==> config.mk <==
export PLATFORM = sky130hd
export DESIGN_NAME = cache_fill_fsm
export DESIGN_NICKNAME = d
export VERILOG_FILES = /design/src/rtl/cache_pkg.sv /design/src/rtl/fill_word_counter.sv /design/src/rtl/cache_fill_fsm.sv
export SDC_FILE = /design/constraint.sdc
export NUM_CORES = 1
export LEC_CHECK = 0
export ABC_AREA = 1
export CAP_MARGIN = 10
export CORE_ASPECT_RATIO = 0.6
export CORE_UTILIZATION = 33
export DETAILED_ROUTE_END_ITERATION = 6
export PLACE_DENSITY = 0.77
export SYNTH_ARGS = -nofsm -noshare
export SYNTH_HDL_FRONTEND = slang
export SYNTH_SLANG_ARGS = --single-unit
export TNS_END_PERCENT = 50
==> constraint.sdc <==
create_clock -name clk -period 1.2 [get_ports clk]
set_clock_uncertainty 0.1 [all_clocks]
set_input_delay 0.12 -clock clk [delete_from_list [all_inputs] [get_ports clk]]
set_output_delay 0.12 -clock clk [all_outputs]
set_load 0.005 [all_outputs]
==> src/rtl/cache_pkg.sv <==
// Shared cache fill definitions: block geometry, latency default and
// state encoding used by the caches, the arbiter and the fill controller.
package cache_pkg;

   localparam int WORDS_PER_BLOCK = 8;
   localparam int MEM_LATENCY     = 4;
   localparam int OFFSET_W        = $clog2(WORDS_PER_BLOCK);
   localparam int CNT_W           = OFFSET_W + 1;

   localparam int WORD_LSB  = 1;
   localparam int WORD_MSB  = 3;
   localparam int BLOCK_LSB = 4;
   localparam int BLOCK_MSB = 15;

   localparam logic ST_IDLE_ENC = 1'b0;
   localparam logic ST_FILL_ENC = 1'b1;

   typedef enum logic {
      ST_IDLE = ST_IDLE_ENC,
      ST_FILL = ST_FILL_ENC
   } fill_state_e;

endpackage

==> src/rtl/fill_word_counter.sv <==
// Word counter for block fills: clear, enable and a flag at the
// terminal count so a fill can tell "all words done" from offset 0.
module fill_word_counter #(
   parameter int TERMINAL = cache_pkg::WORDS_PER_BLOCK
) (
   input  logic                       clk,
   input  logic                       rst,
   input  logic                       clr_i,
   input  logic                       en_i,
   output logic [cache_pkg::CNT_W-1:0] cnt_o,
   output logic                       done_o
);
   import cache_pkg::*;

   logic [CNT_W-1:0] cnt_q, cnt_d;

   assign done_o = (cnt_q == CNT_W'(TERMINAL));
   assign cnt_o  = cnt_q;

   always_comb begin
      cnt_d = cnt_q;
      if (clr_i)
         cnt_d = '0;
      else if (en_i)
         cnt_d = cnt_q + 1'b1;
   end

   always_ff @(posedge clk or posedge rst) begin
      if (rst)
         cnt_q <= '0;
      else
         cnt_q <= cnt_d;
   end

endmodule

==> src/rtl/cache_fill_fsm.sv <==
// Cache miss fill controller: streams one read per cycle for a block
// and steers returned words into the data array, tag on the last word.
module cache_fill_fsm #(
   parameter int WORDS_PER_BLOCK = cache_pkg::WORDS_PER_BLOCK,
   parameter int MEM_LATENCY     = cache_pkg::MEM_LATENCY
) (
   input  logic        clk,
   input  logic        rst,
   input  logic        miss_detected,
   input  logic [15:0] miss_address,
   input  logic        memory_data_valid,
   input  logic [15:0] memory_data,
   output logic        fsm_busy,
   output logic        memory_read,
   output logic [15:0] memory_address,
   output logic        write_data_array,
   output logic [2:0]  data_word_offset,
   output logic [15:0] cache_data_out,
   output logic        write_tag_array,
   output logic [15:0] block_address
);
   import cache_pkg::*;

   if (WORDS_PER_BLOCK != (1 << OFFSET_W)) begin : g_bad_wpb
      $error("WORDS_PER_BLOCK must match the 16-byte block layout");
   end
   if (MEM_LATENCY < 1) begin : g_bad_lat
      $error("MEM_LATENCY must be at least 1");
   end

   fill_state_e      state_q;
   logic [15:0]      base_q;
   logic [CNT_W-1:0] iss_cnt, rx_cnt;
   logic             iss_done, rx_done;
   logic             is_fill, start, iss_en, rx_en, rx_last;
   logic             unused_addr_lsb;

   assign unused_addr_lsb = ^miss_address[BLOCK_LSB-1:0];

   assign is_fill = (state_q == ST_FILL);
   assign start   = !is_fill && miss_detected;
   assign iss_en  = is_fill && !iss_done;
   assign rx_en   = is_fill && memory_data_valid && !rx_done;
   assign rx_last = rx_en && (rx_cnt == CNT_W'(WORDS_PER_BLOCK - 1));

   fill_word_counter #(.TERMINAL(WORDS_PER_BLOCK)) u_issue_cnt (
      .clk    (clk),
      .rst    (rst),
      .clr_i  (start),
      .en_i   (iss_en),
      .cnt_o  (iss_cnt),
      .done_o (iss_done)
   );

   fill_word_counter #(.TERMINAL(WORDS_PER_BLOCK)) u_recv_cnt (
      .clk    (clk),
      .rst    (rst),
      .clr_i  (start),
      .en_i   (rx_en),
      .cnt_o  (rx_cnt),
      .done_o (rx_done)
   );

   always_ff @(posedge clk or posedge rst) begin
      if (rst) begin
         state_q <= ST_IDLE;
         base_q  <= '0;
      end else begin
         unique case (state_q)
            ST_IDLE: begin
               if (miss_detected) begin
                  state_q <= ST_FILL;
                  base_q  <= {miss_address[BLOCK_MSB:BLOCK_LSB],
                              {BLOCK_LSB{1'b0}}};
               end
            end
            ST_FILL: begin
               if (rx_last)
                  state_q <= ST_IDLE;
            end
         endcase
      end
   end

   // Requests walk the block by word; the offset wraps once issue saturates
   assign fsm_busy         = is_fill || miss_detected;
   assign memory_read      = is_fill && (iss_cnt < CNT_W'(WORDS_PER_BLOCK));
   assign memory_address   = is_fill ?
                             {base_q[BLOCK_MSB:BLOCK_LSB],
                              iss_cnt[OFFSET_W-1:0], 1'b0} : '0;
   assign write_data_array = rx_en;
   assign data_word_offset = rx_en ? rx_cnt[OFFSET_W-1:0] : '0;
   assign cache_data_out   = memory_data;
   assign write_tag_array  = rx_last;
   assign block_address    = is_fill ? base_q : '0;

endmodule

==> results.txt <==
- Static timing analysis puts the maximum clock frequency at 647 MHz.
- Violated checks: setup timing
- Pin count of the biggest net entering global routing: 22
* Global-route usage over all layers: between 15 and 20%
* Number of antenna cells inserted: 0
- Synth Register Bits: 21
- Drt wl/cell: 11.9 um
* Yosys warning count: 0
* Commonest cells in the netlist: nand2_1, buf_4, inv_1
* Input/output buffers: 49
- Number of enable flip-flop cells after synthesis: 0
- Data on the critical path is required at its endpoint by a little under 1000 ps.
* Critical Path AT: 1320 ps
- Post-route worst setup slack: -345 ps
- Maximum VDD drop: about 0.97 mV
- After clock tree synthesis, the clock-pin slew on the worst setup and hold paths is approximately 80 ps.
- CTS hold repair buffers: 0
* Worst min-delay path category: input pin to asynchronous set/reset pin
* Clock Tree Root: clkbuf_8
* Proportion of synthesized chip area in sequential cells: 36.7%
- Of all nets on the critical path, the largest fanout is 4.
* Design Area, Final: between 2000 and 2500 um^2
* XOR/XNOR share of the synthesized area: 0.611%
* Post-place setup slack: -464 ps
- In this run the mean area of a mapped cell was 7.42 um^2.
- Setup repair after global routing could not meet its margin everywhere.
- Share of the synthesized area in compound gates (AO/OA/AOI/OAI): 1.40%
* Simple-gate portion of the synthesized area: 29.2%
- Global routing finished with a remaining overflow of 0.
- After layout, the worst path uses 129% of the clock period.
- Category of the most critical setup path: register to output port
- The number of pins exceeding their max-slew limit in the final report came to 0.
- In this run the critical register-to-register path is launched from is_fill.
- Power per cell area: 2230 nW/um^2
- Summed over its instances, the top area cell type makes up 36.7% of the synthesized netlist area.
- Number of buffers between clock root and the deepest sink: 2
- Post-route insts no fill: 310
- Overall power of the completed layout: 5.19 mW
- Number of global-route vias before repair: 1236
- The detailed router placed 1317 vias in this run.
- Final-stage net count: 291
- Largest area contributor in the netlist: dfrtp_1
* Antenna violations before repair: 0
- Length of the first detailed-routing pass in iterations: 4
* Detailed-route vias per instance: 4.25
- Start point of the critical path: u_recv_cnt.cnt_o[0]
* Initial core utilization: 34.6%
* Worst Setup End Kind: output port
- In the routed design, unresolved DRC markers number 0.
* Setup TNS Final: -11610 ps
- Commonest register cell after synthesis: dfrtp_1
* Fin. Hold Viols: 0
* CTS tree: built
* Number of levels in the clock H-tree: 1
* Row count: 18
- Number of buffers created by CTS: 3
- Combinational family with the most area after synthesis: simple AND/OR/NAND/NOR gates
- Antenna Violating Nets Remaining: 0
- Cells after synthesis: roughly 190
- Adder-cell share of the synthesized area: under 10%
* Most common cell in the netlist: nand2_1
- The run finished, with violations left.
- Share of flip-flops with an asynchronous set or reset after synthesis: 100%
- Across the run, the number of max-cap violations was 0.
* Number of clock sinks: 21
- For this design the static power due to leakage is 1.26 nW.
- STA classifies the critical path startpoint as a register.
- Post-Route WL: 3680 um
* Core region area: 4140 um^2
- Final setup fails: between 50 and 60
- Cell area after synthesis: 1430 um^2
* Clock latency on the worst-skew pair: between 200 and 300 ps
- The first global-routing pass estimated 5630 um of wire.
- The detailed router finished its first iteration with 35 violations.
- The die covers 4620 um^2.
- Measured along the y axis, the die boundary spans about 53 um.
* Largest cells by area after synthesis: dfrtp_1, nand2_1, buf_4
- Number of distinct standard cells referenced by the synthesized netlist: 23
- In this run, placement finished with an instance count of 292.
* Count of boundary I/O pins: a little over 90
* Weighted congestion reported at the end of routability-driven placement: about 0.81
- Area delta synth->final: 62.2%
* Hpwl dp: 2380 um
* Clock period minus worst slack: approximately 1500 ps
- After synthesis, the share of cell area in mux cells is 0%.
- From left edge to right edge, the die measures a little under 90 um.
* Cell area reported after detailed placement: 1950 um^2
- Of the cells placed in the final design, the portion with a size suffix greater than 1 is a little over half.
per-stage QoR:
stage          hold WS, ps  utilization [%]
3_3_place_gp           140             47.0
2_1_floorplan        -3.47                -
6_report              77.3             56.1
4_1_cts               76.1             52.4
3_5_place_dp           140             47.0
5_1_grt               86.1             56.1
registers in the layout (all words and copies together) (netlist names):
| name | cells |
|---|---|
| base_q | 12 |
| u_issue_cnt.cnt_o | 4 |
| u_recv_cnt.cnt_o | 4 |
| is_fill | 1 |
power breakdown:
part / total, mW / internal [mW] / switching (mW)
Combinational: 3.38 / 1.84 / 1.54
Sequential: 1.35 / 1.04 / 0.314
Clock: 0.460 / 0.236 / 0.224
Total: 5.19 / 3.11 / 2.08
worst max-delay path, cell delays in order, from the launching register on:
cell	delay, ps
dfrtp_1	400
buf_6	140
inv_6	60
ha_4	130
nand3_4	80
nand2_4	100
nor2_1	40
buf_2	110
final cells by class:
class	count	area, um^2
timing repair buffer	87	831
clock buffer	4	45.0
fill	401	1820
tap	60	75.1
sequential	21	528
inverter	28	143
multi-input combinational	110	702
kinds of logic (layout without fill, tap and decap cells):
| logic type | count (synthesis) | count (layout) |
|---|---|---|
| AOI/OAI and AO/OA | 4 | 4 |
| xor gates and xnor gates | 1 | 1 |
| adders and majority gates | 4 | 4 |
| buffers and inverters | 66 | 119 |
| DFF | 21 | 21 |
| other | 1 | 5 |
| and+or+nand+nor | 96 | 96 |
worst paths after layout:
path | end | cells after the start | slack [ps]
worst max register to register | u_recv_cnt.cnt_o[2] | 8 | -240
worst max-delay path | data_word_offset[1] | 7 | -340
worst min register to register | base_q[10] | 2 | 410
min in group clk | cache_data_out[14] | 0 | 140
max in group asynchronous | u_issue_cnt.cnt_o[0] | 3 | 780
worst min-delay path | u_issue_cnt.cnt_o[1] | 3 | 80
cell usage in the layout, fill, tap and decap left out, drive strengths merged:
cell type	count
nand2	74
buf	63
inv	27
dfrtp	21
clkdlybuf4s50	15
clkbuf	13
nand3	9
nor2	8
conb	5
nand4	4
ha	4
o21ai	2
a21oi	2
clkinv	1
xor2	1
and2	1
per-layer routing:
metal  GRT usage, %  vias up  part of all wire (%)
li1               -      654                     -
met1           18.1      610                    41
met2           28.3       43                    51
met3           6.40       10                   5.6
met4           6.67        0                   2.4
met5              0        -                     0
timing repair:
| action | in CTS | in global routing |
|---|---|---|
| buffers inserted | 12 | 4 |
| gates cloned | 2 | 0 |
| pin swaps | 3 | 10 |
| setup endpoints to repair | 54 | 55 |
| resized for setup | 153 | 90 |
(Power assumes the default switching activity.)
==> RTL edit (same settings) <==
Make the reset (`rst`) synchronous in 2 clocked blocks.
--- a/src/rtl/fill_word_counter.sv
+++ b/src/rtl/fill_word_counter.sv
@@ -25,7 +25,7 @@
          cnt_d = cnt_q + 1'b1;
    end
 
-   always_ff @(posedge clk or posedge rst) begin
+   always_ff @(posedge clk) begin
       if (rst)
          cnt_q <= '0;
       else
--- a/src/rtl/cache_fill_fsm.sv
+++ b/src/rtl/cache_fill_fsm.sv
@@ -61,7 +61,7 @@
       .done_o (rx_done)
    );
 
-   always_ff @(posedge clk or posedge rst) begin
+   always_ff @(posedge clk) begin
       if (rst) begin
          state_q <= ST_IDLE;
          base_q  <= '0;
Formal check against the unedited RTL: differs if rst is asserted again (counterexample within 4 cycles, from zero or initial values and one cycle with rst high); with rst held inactive, the same outputs for 10 cycles.
==> RTL edit against the original RTL <==
Routed wire length decreased by 4.6%. Final area shrank 6.5%. Synthesized area shrank 7.0%. The run ends with DRC, setup timing left. Setup slack improved by 110 ps. Highest routed layer unchanged. Worst hold slack better by 63 ps. Sequential cell count is the same.
Power is not compared: it rests on default switching activity, and its combinational part moved more than twofold at a synthesized area within 25%.
==> RTL edit: results (changes against the original RTL) <==
ctsLongestPathBuffers: 2  # unchanged
grt_pass1_wl_mm: 5.30  # -5.9%
crit_fanout: 5  # +1
synthAdderAreaFrac_pct: 3.76  # +0.26 points
drt-initial-drc-count: 23  # -34%
grt_pass1_vias: 1151  # -6.9%
setup_viol: 52  # -5.5%
async_reset_ff_share_pct: 0  # -100 points
drc: 8  # +8
synth_ff_type: "dfxtp_1"
ys_seq_area_share_pct: 31.5  # -5.1 points
fin_nets: 296  # +1.7%
drive_gt1_share_pct: 60.0  # +6.4 points
synth_cell_type_count: 25  # +8.7%
vias: 1293  # -1.8%
finalWirelength_mm: 3.51  # -4.6%
grt_max_degree: 14  # -36%
yosys_warnings: 0  # unchanged
status: "finished with violations"
placed_area_um2: 1810  # -6.9%
hpwl_mm: 2.21  # -6.9%
setup_ws_ps: -234  # +110 ps
synth_compound_area_share_pct: 7.23  # +5.8 points
gp_congestion: 0.834  # +3.1%
grt.total_usage_pct: 15.7  # -0.59 points
largest_reg_flops: 12  # unchanged
synth_common_cells: "33 x buf_4, 33 x nand2_1, 33 x nor2_1"
violations: "DRC, setup timing"
min_path_type: "input port to output pin"
crit_arrival_ps: 1530  # +210 ps
-- RTL edit: power by group --
| group | internal [µW] | switching (µW) | total [µW] |
|---|---|---|---|
| registers | 735 | 42.8 | 777 |
| logic | 263 | 217 | 480 |
| clock network | 231 | 230 | 461 |
| total | 1230 | 490 | 1720 |
-- RTL edit: final timing paths --
path / end / start / depth (start not counted)
setup / recovery: base_q[6] / is_fill / 7
hold / removal: cache_data_out[13] / memory_data[13] / 0
setup reg to reg: base_q[6] / is_fill / 7
hold reg to reg: base_q[10] / base_q[10] / 2
-- RTL edit: final cells by class --
class                   count  share of cell area [%]
clock buffers               3                    1.90
clock inverters             1                   0.230
inverters                  30                    5.81
multi-input cells         108                    33.2
flip-flops and latches     21                    19.9
well taps                  47                    2.71
repair buffers             92                    36.3
-- RTL edit: per-stage QoR --
stage,setup WS [ps],power (µW),cells,TNS (ps),hold WS (ps)
5_1_grt,-283,1820,302,-9730,140
6_report,-234,1720,302,-6800,140
3_3_place_gp,-459,1110,281,-9350,140
4_1_cts,-236,1640,297,-5740,140
3_5_place_dp,-463,1110,281,-9820,140
2_1_floorplan,22.9,997,197,0,148
-- RTL edit: routing by layer --
layer / wire length, µm / up-vias / GRT usage (%)
li1: - / 670 / -
met1: 1660 / 584 / 20.2
met2: 1610 / 37 / 25.8
met3: 214 / 2 / 5.17
met4: 27 / 0 / 3.45
met5: 0 / - / 0
-- RTL edit: kinds of logic (layout without fill, tap and decap cells) --
kind of cell / after synthesis / count (layout)
other: 1 / 5
flip-flops: 21 / 21
adder cells (fa/ha/maj): 4 / 4
AND/OR/NAND/NOR: 79 / 79
AO/OA/AOI/OAI: 19 / 19
XOR/XNOR: 1 / 1
buffers and inverters: 68 / 126
-- RTL edit: critical path, cell delays in order (launching register included) --
cell and delay (ps):
dfxtp_4 370, buf_6 120, buf_8 130, buf_6 130, nor2_8 180, buf_6 160, o21ai_2 50, nor2_1 130
-- RTL edit: timing repair --
action,CTS,global route
pin swaps,16,20
endpoints found under the hold margin,0,0
endpoints found under the setup margin,53,55
cloned,1,1
gates resized for setup,195,61
buffers inserted,11,7
hold buffers,0,0
